### src/rtl/seq_ctrl_pkg.sv
// Shared types and constants for the step sequencer controller.
// Holds the controller state encoding and the power-on next-state table.
package seq_ctrl_pkg;

    typedef enum logic [1:0] {
        IDLE = 2'd0,
        RUN  = 2'd1,
        STEP = 2'd2
    } ctrl_state_t;

    localparam int NSTATES = 8;
    localparam int SW      = 3;

    // Entry i is packed at slice [i], so DEFAULT_TABLE[0] == 4.
    localparam logic [NSTATES-1:0][SW-1:0] DEFAULT_TABLE = {
        3'd2, 3'd2, 3'd2, 3'd7, 3'd3, 3'd1, 3'd2, 3'd4
    };

endpackage

### src/rtl/seq_tick_div.sv
// Rate divider: tick is high while the count equals div; clears on match.
// The count only returns to zero through clr or a match.
module seq_tick_div #(
    parameter int DIV_W = 8
) (
    input  logic             clk,
    input  logic             reset_n,
    input  logic             en,
    input  logic             clr,
    input  logic [DIV_W-1:0] div,
    output logic             tick
);

    logic [DIV_W-1:0] count_q;

    assign tick = (count_q == div);

    always_ff @(posedge clk or negedge reset_n) begin
        if (!reset_n) begin
            count_q <= '0;
        end else if (clr) begin
            count_q <= '0;
        end else if (en) begin
            count_q <= tick ? '0 : count_q + 1'b1;
        end
    end

endmodule

### src/rtl/seq_step_ctrl.sv
// Sequencer controller: programmable next-state table, free-run/single-step
// control FSM, state register, y decode and saturating lap counter.
module seq_step_ctrl
    import seq_ctrl_pkg::*;
#(
    parameter int NSTATES = 8,
    parameter int SW      = $clog2(NSTATES),
    parameter int DIV_W   = 8,
    parameter int LAP_W   = 8
) (
    input  logic             clk,
    input  logic             reset_n,
    input  logic             start,
    input  logic             stop,
    input  logic             step,
    input  logic [DIV_W-1:0] div,
    input  logic             cfg_valid,
    output logic             cfg_ready,
    input  logic [SW-1:0]    cfg_idx,
    input  logic [SW-1:0]    cfg_next,
    output logic [SW-1:0]    state,
    output logic             y,
    output logic             busy,
    output logic [LAP_W-1:0] laps
);

    ctrl_state_t                ctrl_q;
    logic [SW-1:0]              state_q, state_d;
    logic [LAP_W-1:0]           laps_q, laps_d;
    logic [NSTATES-1:0][SW-1:0] table_q, table_d;
    logic [SW-1:0]              next_val;
    logic                       tick, adv, cfg_fire;

    assign cfg_ready = (ctrl_q == IDLE);
    assign busy      = (ctrl_q != IDLE);
    assign cfg_fire  = cfg_valid && cfg_ready;
    assign state     = state_q;
    assign y         = (state_q == '0);
    assign laps      = laps_q;

    seq_tick_div #(.DIV_W(DIV_W)) u_div (
        .clk     (clk),
        .reset_n (reset_n),
        .en      (ctrl_q == RUN),
        .clr     ((ctrl_q == IDLE) && start),
        .div     (div),
        .tick    (tick)
    );

    // Writes and advances never share a cycle: writes only land in IDLE.
    for (genvar gi = 0; gi < NSTATES; gi++) begin : g_table
        assign table_d[gi] = (cfg_fire && (cfg_idx == SW'(gi))) ? cfg_next : table_q[gi];
    end

    assign next_val = table_q[state_q];
    assign adv      = (ctrl_q == STEP) || ((ctrl_q == RUN) && tick);

    always_comb begin
        state_d = state_q;
        laps_d  = laps_q;
        if (adv) begin
            state_d = next_val;
            if ((next_val == '0) && (state_q != '0) && (laps_q != '1)) begin
                laps_d = laps_q + 1'b1;
            end
        end
    end

    always_ff @(posedge clk or negedge reset_n) begin
        if (!reset_n) begin
            ctrl_q <= IDLE;
        end else begin
            case (ctrl_q)
                IDLE: begin
                    if (start) begin
                        ctrl_q <= RUN;
                    end else if (step) begin
                        ctrl_q <= STEP;
                    end
                end
                RUN: begin
                    if (stop) begin
                        ctrl_q <= IDLE;
                    end
                end
                STEP:    ctrl_q <= IDLE;
                default: ctrl_q <= IDLE;
            endcase
        end
    end

    always_ff @(posedge clk or negedge reset_n) begin
        if (!reset_n) begin
            state_q <= '0;
            laps_q  <= '0;
            for (int i = 0; i < NSTATES; i++) begin
                table_q[i] <= SW'(DEFAULT_TABLE[i % seq_ctrl_pkg::NSTATES]);
            end
        end else begin
            state_q <= state_d;
            laps_q  <= laps_d;
            table_q <= table_d;
        end
    end

endmodule

### config.mk
export PLATFORM = sky130hd
export DESIGN_NAME = seq_step_ctrl
export DESIGN_NICKNAME = d
export VERILOG_FILES = /design/src/rtl/seq_ctrl_pkg.sv /design/src/rtl/seq_tick_div.sv /design/src/rtl/seq_step_ctrl.sv
export SDC_FILE = /design/constraint.sdc
export NUM_CORES = 1
export LEC_CHECK = 0
export CORE_MARGIN = 2
export CORE_UTILIZATION = 35
export CTS_BUF_LIST = sky130_fd_sc_hd__clkbuf_2 sky130_fd_sc_hd__clkbuf_4 sky130_fd_sc_hd__clkbuf_8
export DETAILED_ROUTE_END_ITERATION = 8
export PLACE_DENSITY_LB_ADDON = 0.2
export SLEW_MARGIN = 20
export SYNTH_ARGS = -nofsm -noshare
export SYNTH_HDL_FRONTEND = slang
export SYNTH_SLANG_ARGS = --single-unit
### constraint.sdc
create_clock -name clk -period 5.2 [get_ports clk]
set_clock_uncertainty 0.2 [all_clocks]
set_input_delay 0.78 -clock clk [delete_from_list [all_inputs] [get_ports clk]]
set_output_delay 0.78 -clock clk [all_outputs]
set_load 0.02 [all_outputs]
Word-level counts from Yosys, hierarchy flattened:

Cells that the tools add are included.

* register bits after elaboration: 45
* bits of input ports: 20
* output and inout port bits: 14
* logic and storage cells: 60

* add/subtract/negate cells: 2
* magnitude comparators: 1
* equality and inequality tests: 13
* muxes and demuxes: 9
* reduce and logical (&&, ||, !) cells: 23

Operators by type and width (count)
* 8-bit two-way mux: 3
* 8-bit by 1-bit adder with 8-bit output (second input constant): 2
* 1-bit logical AND: 13
* 3-bit == test (second input constant): 4
* 3-bit binary-select mux with 3-bit select: 1
* 3-bit logical NOT: 3
* 8-bit == test: 1
* 8-bit != test (second input constant): 1
* 3-bit by 2-bit == test with 1-bit output (second input constant): 2
* 2-bit two-way mux: 3
* 3-bit by 4-bit less-than comparator with 1-bit output (second input constant): 1
* 2-bit one-hot mux with 2 select lines: 1
* 2-bit AND reduction: 2
* 2-bit nonzero test: 2
* 3-bit by 1-bit == test with 1-bit output (second input constant): 1
* 3-bit two-way mux: 1
* 3-bit != test (second input constant): 1
* 3-bit nonzero test: 1
* 2-bit by 1-bit == test with 1-bit output (second input constant): 1
* 2-bit == test (second input constant): 1
* 2-bit logical NOT: 1
* 2-bit != test (second input constant): 1
* 1-bit logical OR: 1

Depth between registers and ports, before layout:

* depth in word-level cells: 6
* mapped depth: 7
* mapped depth without buffers: 6

Modules after synthesis:

Synthesis repeated with hierarchy kept, for this count alone.

* cells, all modules: 186
* area total of the unflattened synthesis: 2306.0 sq um

Modules (own cells, without submodules)
* seq_step_ctrl: instances 1, cells each 130, area each 1778.0 sq um, sequential area each 939.7 sq um
* seq_tick_div: instances 1, cells each 56, area each 528.0 sq um, sequential area each 200.2 sq um

Least setup slack after synthesis:

Ideal clock, no wire load.

* path kind: register to register
* start point: register state_q[0] (netlist: state[0])
* end point: register laps_q[1] (netlist: laps[1])
* arrival time: 2.030 ns
* slack: 2.842 ns
* cell stages (with the launch flop): 7
* buffers on the path: 1
* path through: dfrtp_1 > buf_6 > mux4_1 > mux2i_4 > nand4_4 > nor2_2 > mux2_1

* word-level cells in the longest chain between the ends: 6

RTL lines
* start: declaration: RTL line seq_step_ctrl.sv:28 `logic [SW-1:0] state_q, state_d;`
* start signal: assignment: RTL line seq_step_ctrl.sv:100 `state_q <= state_d;`
* 3-bit binary-select mux with 3-bit select: RTL line seq_step_ctrl.sv:55 `assign next_val = table_q[state_q];`
* 3-bit two-way mux (not written as such): RTL line seq_step_ctrl.sv:55
* 3-bit logical NOT: RTL line seq_step_ctrl.sv:63 `if ((next_val == '0) && (state_q != '0) && (laps_q != '1)) begin`
* 1-bit logical AND * (2 in series): RTL line seq_step_ctrl.sv:63
* 2-bit AND reduction (no source line) *
* end signal: assignment: RTL line seq_step_ctrl.sv:101 `laps_q <= laps_d;`
* end: declaration: RTL line seq_step_ctrl.sv:29 `logic [LAP_W-1:0] laps_q, laps_d;`

Mark *: on every way between the ends. The rest lies on a longest branch, timed or not. The select of a mux whose other input is x is not followed.
A chain may end at the register's enable or synchronous reset.

Worst setup path in the final report:

* start point: register state_q[0] (netlist: state[0])
* end point: output y

* word-level cells in the longest chain between the ends: 1

RTL lines
* 3-bit logical NOT: RTL line seq_step_ctrl.sv:38 `assign y = (state_q == '0);`
* end: declaration: RTL line seq_step_ctrl.sv:22 `output logic y,`

Every way passes these cells.

==> flow_summary.ini <==
[synth]
ys_ff_latch = 45
synthDistinctLibCells = 39
synthTopCellsByArea = dfrtp_1, dfstp_2, mux2_2
syn_area_per_cell_sq_um = 13.2
yosysTopAreaCell = dfrtp_1
synth_nets = 196
seq_area_frac_synth = 0.496
synth-main-ff-cell = dfrtp_1
synth_common_cells = dfrtp_1, mux2_2, xor2_1
synth_edf_count = 0
syn_area_sq_um = 2300
synth_cells = 174
synth_most_common_cell = dfrtp_1
synth_warnings = 0
async_reset_ff_frac = 1.00
synth_top_area_frac = 0.371

[clock_tree]
cts_hold_buf = 0
cts_tree = done
clk_latency_ns = 0.30
clock-sinks = 45
cts_max_level = 2
cts_buffer_depth = 2
cts_root_buf = clkbuf_8
cts_buffers = 5
cts_setup_buffers = 0
path_clk_slew_ns = 0.08
cts_resized = 0

[floorplanning]
die_h_um = 85.0
die_x_um = 85.0
die_area_sq_um = 7220
core_area_sq_um = 6350
num_rows = 29
pin_count = 34
start_util = 0.362

[placed_design]
dp.cells = 280
gp_congestion = 0.723
portBuffers = 33
placed_cell_area_sq_um = 2700
dp_hpwl_um = 3170

[final_layout]
postLayoutCellArea_sq_um = 2830
fin_nets = 232
nFillCells = 576
n_antenna_cell = 0
fin_cells = 288
drive_gt1_frac = 0.275
syn_to_final_growth_pct = 23.4

[route]
viasPerCell = 5.06
drtIter0Drc = 64
num_vias = 1457
met1Wirelength_um = 2030
wl_met3_um = 153
top_layer_used = met4
wl_per_cell_um = 14.7
met2WireLength_um = 2010
drt-total-wl_um = 4230
antenna_left = 0
dr.pass1.iters = 4
drc = 0

[sta]
setup_tns_ns = 0
drv_slew = 0
fmax_ghz = 0.358
fin_crit_sh = 0.536
tightestPinTransition_ns = 0.833
rsz0062_at_grt = false
hold_viol = 0
max_slew_margin = 0.443
fin_crit_ns = 2.79
setup_violations = 0

[power_and_ir_drop]
leakagePower_nw = 1.23
powerDensity_nw_per_um2 = 482
power.total_mw = 1.37
irDropWorstVdd_v = 0.000303

[min_path]
min_path_type = in -> async

[global_routing]
grt_max_degree = 46
grt_overflow = 0
antenna_found_initial = 0
grt_util_all_layers = 0.131
grt_pass1_vias = 1477
grt_pass1_wl_um = 7510

[outcome]
outcome = complete, no violations

[setup_path]
crit_slowest_cell = clkdlybuf4s50_1
crit_arrival_ns = 1.81
cp-start-kind = register
crit_path_max_incr_delay_ns = 0.65
crit_path_max_fanout = 9
critPathBufInv = 1
endpoint_kind = output pin
crit_family = buffers and inverters
crit_chain = nor3_1, clkdlybuf4s50_1
setup.worst_path.class = reg -> out
required_ns = 4.22

[flow_run]
maxCapViolCount = 0
[cell type report]
| cell class | count | area [sq um] | share of cell area |
|---|---|---|---|
| timing repair buffer | 34 | 335 | 0.118 |
| clock inverter | 3 | 65.1 | 0.0230 |
| tap | 77 | 96.3 | 0.0340 |
| clock buffer | 5 | 68.8 | 0.0243 |
| inverter | 4 | 15.0 | 0.00530 |
| sequential | 45 | 1140 | 0.402 |
| multi-input combinational | 120 | 1110 | 0.393 |
[routing by layer]
layer	vias up	track usage
met5	-	0
li1	699	-
met3	4	0.0311
met4	0	0.0346
met2	26	0.202
met1	728	0.186
[final timing paths]
kind	start	end	slack, ns	cells after the start
hold / removal	reset_n	u_div.count_q[7]	0.26	1
max in group asynchronous	reset_n	table_q[12]	4.13	1
min in group clk	table_q[11]	table_q[11]	0.29	1
setup reg to reg	state[0]	laps[1]	2.66	5
hold reg to reg	table_q[11]	table_q[11]	0.29	1
setup / recovery	state[0]	y	2.41	2
[state kept, by name, indices dropped and copies added (netlist names)]
| name | count |
|---|---|
| state | 3 |
| table_q | 24 |
| laps | 8 |
| u_div.count_q | 8 |
| ctrl_q | 2 |
[metrics by stage]
stage	hold slack (ns)	utilization	setup WS, ns
final	0.265	0.446	2.41
after global routing	0.313	0.446	2.26
after CTS	0.295	0.446	2.37
after detailed placement	0.276	0.425	2.24
after global placement	0.272	0.425	2.26
after floorplan	0.249	-	2.84
[worst register-to-register path, stage by stage, from the launching register on]
cell,delay (ns)
dfrtp_1,0.65
mux4_1,0.68
mux2i_4,0.21
nand4_4,0.19
nor2_2,0.17
mux2_1,0.33
[cell families after synthesis]
family                     Yosys count  synth area share
xor gates and xnor gates            17            0.0648
muxes                               40             0.237
buffers and inverters                9            0.0185
adders and majority gates            2            0.0109
AOI/OAI and AO/OA                   14            0.0431
and+or+nand+nor                     47             0.129
DFF                                 45             0.496
[power by group]
part / total, mW / leakage, nW / switching [mW] / internal, mW
Sequential: 0.571 / 0.555 / 0.0915 / 0.480
Clock: 0.310 / 0.0681 / 0.119 / 0.191
Combinational: 0.485 / 0.609 / 0.219 / 0.266
[cell usage in the layout (no fill, tap or decap), types with 2 or more instances in the layout]
master / instances
clkdlybuf4s50_1: 32
nand3_1: 6
a21oi_1: 4
and3_1: 7
xor2_1: 17
mux2i_4: 2
nor2_1: 4
dfstp_2: 11
buf_4: 2
mux2_1: 5
nor2b_1: 4
nand2_1: 13
nor4_2: 3
mux2i_1: 5
mux4_2: 4
clkbuf_8: 5
nor4_1: 2
ha_1: 2
inv_1: 3
dfrtp_1: 34
bufinv_16: 2
mux4_1: 2
mux2_2: 21
a22o_1: 4
(Power assumes the default switching activity.)
